[config.mk]
export PLATFORM = sky130hd
export DESIGN_NAME = pipe_control_unit
export DESIGN_NICKNAME = d
export VERILOG_FILES = /design/src/rtl/pipe_control_unit.sv
export SDC_FILE = /design/constraint.sdc
export NUM_CORES = 1
export LEC_CHECK = 0
export CAP_MARGIN = 20
export CORE_AREA = 2 2 39 41
export CTS_CLUSTER_DIAMETER = 80
export DETAILED_ROUTE_END_ITERATION = 7
export DIE_AREA = 0 0 41 43
export PLACE_DENSITY = 0.75
export SLEW_MARGIN = 20
export SYNTH_ARGS = -nofsm -noshare
export SYNTH_HDL_FRONTEND = slang
export SYNTH_SLANG_ARGS = --single-unit
[constraint.sdc]
create_clock -name i_clk -period 3.42 [get_ports i_clk]
set_clock_uncertainty 0.2 [all_clocks]
set_input_delay 0.855 -clock i_clk [delete_from_list [all_inputs] [get_ports i_clk]]
set_output_delay 0.855 -clock i_clk [all_outputs]
set_load 0.01 [all_outputs]
[src/rtl/pipe_control_unit.sv]
// pipe_control_unit: D-stage opcode decode feeding E/M/W control registers,
// with jump flush, load-use stall folding and an optional multi-cycle MUL
// sequencer that freezes D/E while the multiplier runs.
// Build option: define PIPE_CTRL_MUL_EN to include MUL decode, the MUL FSM and
// its counter. Without it opcode 9 is illegal, mulE is always 0 and o_stall
// simply follows i_stall.
//
// state    | meaning
// IDLE     | no MUL sequencing; a MUL sitting in E here is in its first cycle
// MUL_BUSY | MUL occupying E; count reaches 0 on the MUL's last cycle in E
module pipe_control_unit #(
    parameter int OP_W       = 4,
    parameter int ALU_W      = 2,
    parameter int MUL_CYCLES = 4
) (
    input  logic             i_clk,
    input  logic             i_rst,
    input  logic [OP_W-1:0]  i_opcode,
    input  logic             i_valid,
    input  logic             i_stall,
    output logic             jumpE,
    output logic             RegWriteE,
    output logic             MemWriteE,
    output logic             immediateE,
    output logic             mulE,
    output logic             validE,
    output logic [ALU_W-1:0] alufuncE,
    output logic             RegWriteM,
    output logic             MemWriteM,
    output logic             validM,
    output logic             RegWriteW,
    output logic             validW,
    output logic             o_flush,
    output logic             o_stall,
    output logic             o_illegal
);

    typedef struct packed {
        logic       valid;
        logic       jump;
        logic       reg_write;
        logic       mem_write;
        logic       immediate;
        logic       mul;
        logic [1:0] alufunc;
    } ctrl_t;

    ctrl_t dec;
    logic  dec_illegal;
    ctrl_t ctrl_e;
    logic  m_reg_write, m_mem_write, m_valid;
    logic  w_reg_write, w_valid;
    logic  illegal_q;
    logic  busy, last_mul, hold;

    if (OP_W < 4 || ALU_W < 2 || MUL_CYCLES < 2) begin : g_param_check
        $error("pipe_control_unit: need OP_W>=4, ALU_W>=2, MUL_CYCLES>=2");
    end

    // Decode the D-stage opcode; no valid instruction or an illegal one gives a bubble.
    always_comb begin
        dec         = '0;
        dec_illegal = 1'b0;
        if (i_valid) begin
            if ((i_opcode >> 4) != '0) begin
                dec_illegal = 1'b1;
            end else begin
                case (i_opcode[3:0])
                    4'd0: dec.valid = 1'b1;
                    4'd1: begin dec.valid = 1'b1; dec.reg_write = 1'b1; dec.alufunc = 2'b00; end
                    4'd2: begin dec.valid = 1'b1; dec.reg_write = 1'b1; dec.alufunc = 2'b01; end
                    4'd3: begin dec.valid = 1'b1; dec.reg_write = 1'b1; dec.alufunc = 2'b10; end
                    4'd4: begin dec.valid = 1'b1; dec.reg_write = 1'b1; dec.alufunc = 2'b11; end
                    4'd5: begin dec.valid = 1'b1; dec.reg_write = 1'b1; dec.immediate = 1'b1; end
                    4'd6: begin dec.valid = 1'b1; dec.reg_write = 1'b1; dec.immediate = 1'b1; end
                    4'd7: begin dec.valid = 1'b1; dec.mem_write = 1'b1; dec.immediate = 1'b1; end
                    4'd8: begin dec.valid = 1'b1; dec.jump = 1'b1; end
`ifdef PIPE_CTRL_MUL_EN
                    4'd9: begin dec.valid = 1'b1; dec.reg_write = 1'b1; dec.mul = 1'b1; end
`endif
                    default: dec_illegal = 1'b1;
                endcase
            end
        end
    end

`ifdef PIPE_CTRL_MUL_EN
    localparam int CNT_W = $clog2(MUL_CYCLES);

    typedef enum logic {
        IDLE     = 1'b0,
        MUL_BUSY = 1'b1
    } state_t;

    state_t           state;
    logic [CNT_W-1:0] count;

    // Sequence the MUL: the first E cycle is spent in IDLE, the rest count down in MUL_BUSY.
    always_ff @(posedge i_clk) begin
        if (i_rst) begin
            state <= IDLE;
            count <= '0;
        end else begin
            case (state)
                IDLE: begin
                    if (ctrl_e.valid && ctrl_e.mul) begin
                        state <= MUL_BUSY;
                        count <= CNT_W'(MUL_CYCLES - 2);
                    end
                end
                MUL_BUSY: begin
                    if (count == '0) state <= IDLE;
                    else             count <= count - CNT_W'(1);
                end
            endcase
        end
    end

    assign busy     = (state == IDLE && ctrl_e.valid && ctrl_e.mul) || (state == MUL_BUSY);
    assign last_mul = (state == MUL_BUSY) && (count == '0);
`else
    assign busy     = 1'b0;
    assign last_mul = 1'b0;
`endif

    // On the MUL's last cycle E is free to take the next word, so only earlier cycles hold.
    assign hold    = busy && !last_mul;
    assign o_flush = ctrl_e.valid && ctrl_e.jump && !busy;
    assign o_stall = i_stall || hold;

    // Advance the control pipeline: E holds for MUL, else bubbles on flush/stall or takes D.
    always_ff @(posedge i_clk) begin
        if (i_rst) begin
            ctrl_e      <= '0;
            m_reg_write <= 1'b0;
            m_mem_write <= 1'b0;
            m_valid     <= 1'b0;
            w_reg_write <= 1'b0;
            w_valid     <= 1'b0;
            illegal_q   <= 1'b0;
        end else begin
            w_reg_write <= m_reg_write;
            w_valid     <= m_valid;
            if (hold) begin
                m_reg_write <= 1'b0;
                m_mem_write <= 1'b0;
                m_valid     <= 1'b0;
                illegal_q   <= 1'b0;
            end else begin
                m_reg_write <= ctrl_e.reg_write;
                m_mem_write <= ctrl_e.mem_write;
                m_valid     <= ctrl_e.valid;
                if (o_flush || i_stall) begin
                    ctrl_e    <= '0;
                    illegal_q <= 1'b0;
                end else begin
                    ctrl_e    <= dec;
                    illegal_q <= dec_illegal;
                end
            end
        end
    end

    assign jumpE      = ctrl_e.jump;
    assign RegWriteE  = ctrl_e.reg_write;
    assign MemWriteE  = ctrl_e.mem_write;
    assign immediateE = ctrl_e.immediate;
    assign mulE       = ctrl_e.mul;
    assign validE     = ctrl_e.valid;
    assign alufuncE   = ALU_W'(ctrl_e.alufunc);
    assign RegWriteM  = m_reg_write;
    assign MemWriteM  = m_mem_write;
    assign validM     = m_valid;
    assign RegWriteW  = w_reg_write;
    assign validW     = w_valid;
    assign o_illegal  = illegal_q;

endmodule
---- After elaboration in Yosys (flattened, before gate mapping) ----
Cells that the tools add are included.
storage, ports and cells
  output and inout port bits .............. 16
  bits of input ports ..................... 8
  register bits ........................... 14
cells by class
  muxes and demuxes ....................... 7
  eq/ne operators ......................... 8
  bitwise operators ....................... 1
  reduce and logical (&&, ||, !) cells .... 7
operators by type and width
  operator              number
  $eq A4 B3 Y1 const B  4
  $reduce_or A9 Y1      1
  $eq A4 B2 Y1 const B  2
  $mux W1               6
  $pmux W2 S3           1
  $reduce_or A3 Y1      2
  $reduce_or A6 Y1      1
  $eq A4 B1 Y1 const B  1
  $eq A4 B4 Y1 const B  1
  $logic_not A4 Y1      1
  $logic_and A1 B1 Y1   1
  $logic_or A1 B1 Y1    1
  $not A1 Y1            1

---- Depth between registers and ports, before layout ----
Gate-level depths: netlist (run 1).
  depth after elaboration ................. 3
  mapped depth ............................ 3
  mapped depth without buffers ............ 2

---- Least setup slack after synthesis (run 1) ----
Ideal clock, no wire load.
  path type ............................... in2out
  start point ............................. input i_stall
  end point ............................... output o_stall
  path buffers ............................ 1
  stages on the path ...................... 1
  data required time ...................... 2,365 ps
  path slack .............................. 1,391 ps
  arrival ................................. 974 ps
  cell sequence ........................... buf_4
RTL lines
  item         RTL line  text
  from (decl)  20        input logic i_stall,
  to (decl)    34        output logic o_stall,
No word-level cell between the ends.

---- Worst setup path in the final report (run 1) ----
  start point ............................. input i_stall
  end point ............................... output o_stall
No word-level cell between the ends.

==> flow_metrics.py, run 1 <==
metrics = {
    "drt": {
        "vias": 381,
        "drtPass1Iterations": 2,
        "wl_um": 852,
        "wl_met1_um": 371,
        "remaining_drc_errors": 0,
        "via_per_inst": 4.76,
        "top_layer": "met4",
        "drtIter0Drc": 4,
        "wl_met2_um": 402,
        "final_antenna_net_count": 0,
        "wire_per_inst_um": 10.7,
        "met3_length_um": 62,
    },
    "synthesis": {
        "synth_commonest_cells": "dfxtp_1 (13), and2b_1 (5), nor4_2 (3), buf_4 (2), nor3_1 (2)",
        "ys.flop_type": "dfxtp_1",
        "synth_nets": 50,
        "ys_seq_area_share_pct": 53.9,
        "synth_edf_count": 0,
        "yosysTopAreaCell": "dfxtp_1",
        "syn_area_per_cell_um2": 11.5,
        "synth.distinct_cells": 22,
        "synth_area_leaders": "dfxtp_1 (54%), and2b_1 (7.8%), nor4_2 (7.8%), buf_4 (3.1%), or4b_4 (2.8%)",
        "syn_inst": 42,
        "synth_top_area_share_pct": 53.9,
        "async_flop_share_pct": 0,
        "ys_warn_count": 0,
        "syn_area_um2": 483,
        "synth-seq-cells": 13,
        "synth_most_common_cell": "dfxtp_1",
    },
    "worst_setup_path": {
        "path_cells": "clkdlybuf4s50_1 > clkdlybuf4s50_1",
        "cp.required_ns": 2.36,
        "crit_arrival_ns": 1.98,
        "max_stage_delay_ns": 0.57,
        "crit_path_max_fanout": 5,
        "cp.buffers_inverters": 2,
        "worstSetupStartpointType": "input port",
        "cpMaxStageDelayCell": "clkdlybuf4s50_1",
        "critical_path.most_common_cell": "clkdlybuf4s50_1",
        "critPathTopFamily": "buffers and inverters",
        "endpoint_kind": "output pin",
        "critPathKind": "input port to output pin",
    },
    "place": {
        "portBuffers": 22,
        "place_ws_ns": 0.393,
        "place.gp.congestion": 0.688,
        "placed_area_um2": 699,
        "place_inst": 76,
    },
    "clocking": {
        "worstSkewPairLatency_ns": 0.26,
        "clock-root-buffer": "clkbuf_4",
        "cts.reportedPaths.clkPinSlew_ns": 0.07,
        "cts_resized": 0,
        "cts_buffers": 3,
        "cts_buffer_depth": 2,
        "clock_sinks": 13,
        "cts.htree.levels": 1,
        "hold_buffers": 0,
        "tritoncts": "done",
        "cts_setup_buffers": 0,
    },
    "sta": {
        "finalSetupViolCount": 0,
        "setup_ws_ns": 0.387,
        "period_needed_ns": 3.03,
        "rsz0062_at_grt": "no",
        "hold_viol_final": 0,
        "tns_ns": 0,
        "whs_ns": 0.262,
        "fmax_mhz": 330,
        "period_share_pct": 88.7,
        "finalMaxSlewViolations": 0,
    },
    "floorplanning": {
        "chipHeight_um": 43,
        "num_rows": 14,
        "core-area_um2": 1380,
        "io_pins": 24,
        "die_w_um": 41,
        "start_util_pct": 34.9,
        "die_area_um2": 1760,
    },
    "pwr": {
        "vdd_drop_max_mv": 0.202,
        "finalPower_mw": 0.272,
        "powerDensity_nw_per_um2": 375,
        "p_leak_nw": 0.270,
    },
    "cells_and_area": {
        "antenna_cells": 0,
        "regArea_um2": 260,
        "largest_reg_flops": 2,
        "area_growth_pct": 50.5,
        "fin_util_pct": 52.5,
        "layout.nets": 73,
        "final_cells": 80,
        "multi_input_area_um2": 199,
        "drive_gt1_share_pct": 14.1,
        "design_area_um2": 727,
        "fillers": 138,
    },
    "run_status": {
        "status": "completed",
    },
    "flow_run": {
        "drv_cap": 0,
    },
    "grt": {
        "grt_start_max_net_pins": 10,
        "gr-usage-all-layers_pct": 12.1,
        "antenna_found_initial": 0,
        "overflow": 0,
        "grt_pass1_vias": 306,
        "grt_pass1_wl_mm": 1.32,
    },
    "worst_hold_path": {
        "hp-class": "flip-flop to flip-flop",
    },
}
[power breakdown]
group          switching (mW)  internal (mW)  total (mW)
Clock                  0.0454         0.0432      0.0886
Sequential           0.000771          0.153       0.154
Combinational          0.0126         0.0170      0.0296
Total                  0.0588          0.214       0.272
[cell usage in the layout (no fill, tap or decap)]
master,Yosys,final
clkbuf_4,0,3
nor3b_1,1,1
nor4_1,1,1
conb_1,1,1
and3_1,1,1
dfxtp_1,13,13
or4b_1,1,1
nor4b_1,1,1
nand2b_1,1,1
nor4_2,3,3
clkdlybuf4s50_1,0,22
xnor2_1,1,1
or3b_2,1,1
o21ai_0,1,1
nand3b_1,1,1
a211oi_1,1,1
clkinv_2,0,1
nor3_1,2,2
and2b_1,5,5
and2_1,1,1
or4b_4,1,1
o31ai_1,1,1
[area by class of cell]
type | count | share of cell area, %
multi-input combinational | 25 | 27.4
timing repair buffer | 22 | 30.3
sequential | 13 | 35.8
clock buffer | 3 | 3.10
tap | 16 | 2.75
clock inverter | 1 | 0.688
[logic make-up after synthesis]
logic type	synth area share, %
AOI/OAI and AO/OA	4.15
xor gates and xnor gates	1.81
buffers and inverters	4.92
DFF	53.9
other	0.776
and+or+nand+nor	34.5
[path summary, 6_finish.rpt]
kind / startpoint / end / cells after the start / slack, ns
setup / recovery: i_stall / o_stall / 2 / 0.39
setup reg to reg: validE / validE / 2 / 2.21
hold reg to reg: MemWriteE / MemWriteM / 1 / 0.26
hold / removal: MemWriteE / MemWriteM / 1 / 0.26
[routing by layer]
metal / vias to the layer above / global-route usage [%]
li1: 190 / -
met1: 173 / 15.1
met2: 16 / 14.7
met3: 2 / 4.71
met4: 0 / 12.0
met5: - / 0
Power figures use the tool's default switching activity.
==> inputs of run 2 (changes only) <==
--- a/config.mk
+++ b/config.mk
@@ -6,10 +6,11 @@
 export NUM_CORES = 1
 export LEC_CHECK = 0
 export CAP_MARGIN = 20
-export CORE_AREA = 2 2 39 41
+export CORE_AREA = 10 10 47 49
 export CTS_CLUSTER_DIAMETER = 80
+export CTS_CLUSTER_SIZE = 14
 export DETAILED_ROUTE_END_ITERATION = 7
-export DIE_AREA = 0 0 41 43
+export DIE_AREA = 0 0 57 59
 export PLACE_DENSITY = 0.75
 export SLEW_MARGIN = 20
 export SYNTH_ARGS = -nofsm -noshare
==> run 2 against run 1 <==
Compared with the run above: register-to-register slack barely moved; utilization fell by 0.75 points; critical path depth stayed put; fmax fell by 0.40%; hold slack about the same; final area is 0.17% lower; first-iteration DRC count fell by 75%; cell count is the same.
==> flow_metrics.py, run 2 (synthesized netlist as in run 1, its figures left out) <==
metrics = {
    "pwr": {
        "finalPower_mw": 0.274,
        "powerDensity_nw_per_um2": 378,
        "vdd_drop_max_mv": 0.174,
        "p_leak_nw": 0.268,
    },
    "floorplanning": {
        "die_w_um": 57,
        "io_pins": 24,
        "core-area_um2": 1400,
        "start_util_pct": 34.5,
        "chipHeight_um": 59,
        "die_area_um2": 3360,
        "num_rows": 14,
    },
    "cells_and_area": {
        "largest_reg_flops": 2,
        "layout_commonest_cell": "clkdlybuf4s50_1",
        "final_cell_mix": "clkdlybuf4s50_1 (22), dfxtp_1 (13), and2b_1 (5)",
        "layout.nets": 73,
        "regArea_um2": 260,
        "area_growth_pct": 50.3,
        "antenna_cells": 0,
        "drive_gt1_share_pct": 12.5,
        "design_area_um2": 726,
        "fin_util_pct": 51.8,
        "fillers": 138,
        "multi_input_area_um2": 199,
    },
    "clocking": {
        "cts_buffer_depth": 2,
        "cts_buffers": 3,
        "cts.reportedPaths.clkPinSlew_ns": 0.07,
        "cts.htree.levels": 1,
        "tritoncts": "done",
        "clock_sinks": 13,
        "clock-root-buffer": "clkbuf_4",
        "hold_buffers": 0,
        "cts_resized": 0,
        "cts_setup_buffers": 0,
        "worstSkewPairLatency_ns": 0.26,
    },
    "run_status": {
        "status": "completed",
    },
    "sta": {
        "finalMaxSlewViolations": 0,
        "finalSetupViolCount": 0,
        "period_share_pct": 89.1,
        "tns_ns": 0,
        "period_needed_ns": 3.05,
        "hold_viol_final": 0,
        "fmax_mhz": 328,
        "rsz0062_at_grt": "no",
    },
    "worst_setup_path": {
        "crit_path_max_fanout": 5,
        "critPathTopFamily": "buffers and inverters",
        "r2r_end": "validE",
        "cpMaxStageDelayCell": "clkdlybuf4s50_1",
        "crit_arrival_ns": 1.99,
        "max_stage_delay_ns": 0.58,
        "cp.required_ns": 2.36,
        "critical_path.most_common_cell": "clkdlybuf4s50_1",
        "critPathKind": "input port to output pin",
        "path_cells": "clkdlybuf4s50_1 > clkdlybuf4s50_1",
        "endpoint_kind": "output pin",
        "r2r_start": "validE",
        "worstSetupStartpointType": "input port",
        "rrSetupSlack_ns": 2.22,
        "cp.buffers_inverters": 2,
        "reg2reg_depth": 2,
    },
    "place": {
        "placed_area_um2": 699,
        "portBuffers": 22,
        "place.gp.congestion": 0.647,
    },
    "grt": {
        "gr-usage-all-layers_pct": 6.09,
        "grt_pass1_vias": 370,
        "grt_start_max_net_pins": 10,
        "antenna_found_initial": 0,
        "grt_pass1_wl_mm": 1.65,
        "overflow": 0,
    },
    "drt": {
        "drtIter0Drc": 1,
        "wl_met1_um": 423,
        "wire_per_inst_um": 12.8,
        "top_layer": "met4",
        "remaining_drc_errors": 0,
        "wl_mm": 1.02,
        "drtPass1Iterations": 3,
        "wl_met2_um": 468,
        "via_per_inst": 4.68,
        "met3_length_um": 103,
        "final_antenna_net_count": 0,
        "vias": 374,
    },
    "worst_hold_path": {
        "min_path_cells": 1,
        "min_from": "validM",
        "hp-class": "flip-flop to flip-flop",
        "holdPathEnd": "validW",
    },
    "flow_run": {
        "drv_cap": 0,
    },
}
-- run 2: changes by cell type in the layout (fill, tap and decap cells not counted), sizes merged --
cell    before  now
clkbuf       3    4
clkinv       1    0
-- run 2: layout make-up --
type / instances / area share, %
Sequential cell: 13 / 35.9
Multi-Input combinational cell: 25 / 27.4
Clock buffer: 4 / 3.62
Tap cell: 16 / 2.76
Timing Repair Buffer: 22 / 30.3
-- run 2: stage by stage --
step / hold slack, ns / setup slack (ns) / std cells
3_3_place_gp: 0.243 / 0.389 / 76
3_5_place_dp: 0.250 / 0.376 / 76
5_1_grt: 0.291 / 0.325 / 80
2_1_floorplan: 0.301 / 1.39 / 42
6_report: 0.262 / 0.374 / 80
4_1_cts: 0.268 / 0.368 / 80
-- run 2: worst max-delay path by stage --
stage | start | slack, ns | cells past startpoint | end
floorplan | i_stall | 1.39 | 1 | o_stall
global placement | i_stall | 0.39 | 2 | o_stall
detailed placement | i_stall | 0.38 | 2 | o_stall
CTS | i_stall | 0.37 | 2 | o_stall
global route | i_stall | 0.33 | 2 | o_stall
finish | i_stall | 0.37 | 2 | o_stall
-- run 2: per-layer routing --
metal | GRT usage, % | vias up
met4 | 5.03 | 0
met5 | 0 | -
li1 | - | 193
met2 | 8.99 | 16
met3 | 3.22 | 2
met1 | 6.28 | 163
-- run 2: where the power goes --
group	switching [mW]	internal, mW
Sequential	0.000802	0.153
Combinational	0.0123	0.0170
Clock	0.0455	0.0450
==> inputs of run 3 (changes only) <==
==> constraint.sdc (replaced) <==
create_clock -name i_clk -period 3.42 [get_ports i_clk]
set_clock_uncertainty 0.2 [all_clocks]
set_input_delay 0.855 -clock i_clk [delete_from_list [all_inputs] [get_ports i_clk]]
set_output_delay 0.855 -clock i_clk [all_outputs]
set_load 0.05 [all_outputs]
==> run 3 against run 2 <==
Compared with the run above: utilization grew 0.71 points; sequential share of layout area decreased by 0.49 points; routed wire length stayed put; cell count unchanged; largest cell class unchanged.
==> flow_metrics.py, run 3 (synthesized netlist as in run 1, its figures left out) <==
metrics = {
    "run_status": {
        "status": "completed",
    },
    "cells_and_area": {
        "fin_util_pct": 52.5,
        "drive_gt1_share_pct": 14.1,
        "fillers": 143,
        "antenna_cells": 0,
        "area_growth_pct": 52.3,
        "largest_reg_flops": 2,
        "regArea_um2": 260,
        "layout.nets": 73,
        "multi_input_area_um2": 199,
        "layout_commonest_cell": "clkdlybuf4s50_1",
        "final_cell_mix": "clkdlybuf4s50_1 (21), dfxtp_1 (13), and2b_1 (5)",
    },
    "floorplanning": {
        "io_pins": 24,
        "die_w_um": 57,
        "core-area_um2": 1400,
        "chipHeight_um": 59,
        "start_util_pct": 34.5,
        "die_area_um2": 3360,
        "num_rows": 14,
    },
    "drt": {
        "vias": 373,
        "remaining_drc_errors": 0,
        "drtIter0Drc": 4,
        "via_per_inst": 4.66,
        "wire_per_inst_um": 12.8,
        "wl_mm": 1.02,
        "final_antenna_net_count": 0,
        "drtPass1Iterations": 4,
    },
    "worst_setup_path": {
        "endpoint_kind": "output pin",
        "crit_path_max_fanout": 9,
        "crit_end": "o_flush",
        "reg2reg_depth": 2,
        "worstSetupStartpointType": "flip-flop",
        "rrSetupSlack_ns": 2.25,
        "r2r_end": "RegWriteE",
        "r2r_start": "validE",
        "critPathKind": "flip-flop to output pin",
        "worstSetupStartpoint": "validE",
        "cp.required_ns": 2.36,
        "crit_arrival_ns": 1.85,
    },
    "sta": {
        "tns_ns": 0,
        "whs_ns": 0.258,
        "relSlewSlack_pct": 65.3,
        "hold_viol_final": 0,
        "worst_pin_slew_ns": 0.519,
        "fmax_mhz": 345,
        "setup_ws_ns": 0.519,
        "period_needed_ns": 2.90,
        "rsz0062_at_grt": "no",
        "finalMaxSlewViolations": 0,
        "finalSetupViolCount": 0,
        "period_share_pct": 84.8,
    },
    "place": {
        "dpl.hpwl_um": 830,
        "portBuffers": 22,
        "place_ws_ns": 0.725,
        "place.gp.congestion": 0.662,
    },
    "grt": {
        "gr-usage-all-layers_pct": 6.39,
        "overflow": 0,
        "antenna_found_initial": 0,
        "grt_pass1_wl_mm": 1.73,
        "grt_pass1_vias": 401,
        "grt_start_max_net_pins": 10,
    },
    "clocking": {
        "cts_buffers": 3,
        "cts_setup_buffers": 0,
        "worstSkewPairLatency_ns": 0.26,
        "cts_resized": 0,
        "hold_buffers": 0,
        "cts.htree.levels": 1,
        "tritoncts": "done",
        "cts.reportedPaths.clkPinSlew_ns": 0.07,
        "clock_sinks": 13,
        "clock-root-buffer": "clkbuf_4",
        "cts_buffer_depth": 2,
    },
    "pwr": {
        "powerDensity_nw_per_um2": 388,
        "p_leak_nw": 0.273,
        "vdd_drop_max_mv": 0.216,
        "finalPower_mw": 0.286,
    },
    "worst_hold_path": {
        "min_from": "validM",
        "hp-class": "flip-flop to flip-flop",
    },
    "flow_run": {
        "drv_cap": 0,
    },
}
-- run 3: changes by cell type in the layout (fill, tap and decap cells not counted) --
cell             delta
buf_12              +1
clkdlybuf4s50_1     -1
-- run 3: power by group --
group / switching (mW) / internal, mW
logic: 0.0232 / 0.0182
registers: 0.000738 / 0.153
clock network: 0.0449 / 0.0451
-- run 3: cell type report --
cell class,count,share of cell area (%)
Sequential cell,13,35.4
Timing Repair Buffer,22,31.3
Multi-Input combinational cell,25,27.0
Clock buffer,4,3.57
Tap cell,16,2.72
-- run 3: worst min path at each step --
stage,to,cells after the start
CTS,validW,1
finish,validW,1
global route,validW,1
global placement,RegWriteM,1
floorplan,MemWriteM,1
detailed placement,validW,1
-- run 3: routing by layer --
metal	GRT usage [%]	wire length, um	vias to the layer above
met3	2.79	109	2
met5	0	0	-
li1	-	-	192
met1	6.39	415	163
met2	9.77	472	16
met4	6.04	23	0
-- run 3: critical path, stage by stage, from the launching register on --
cell and delay, ns:
dfxtp_1 0.34, and2_1 0.36, clkdlybuf4s50_1 0.88
-- run 3: stage by stage --
stage | cells | area (um2)
5_1_grt | 80 | 736
3_5_place_dp | 76 | 709
6_report | 80 | 736
4_1_cts | 80 | 736
2_1_floorplan | 42 | 483
3_3_place_gp | 76 | 709
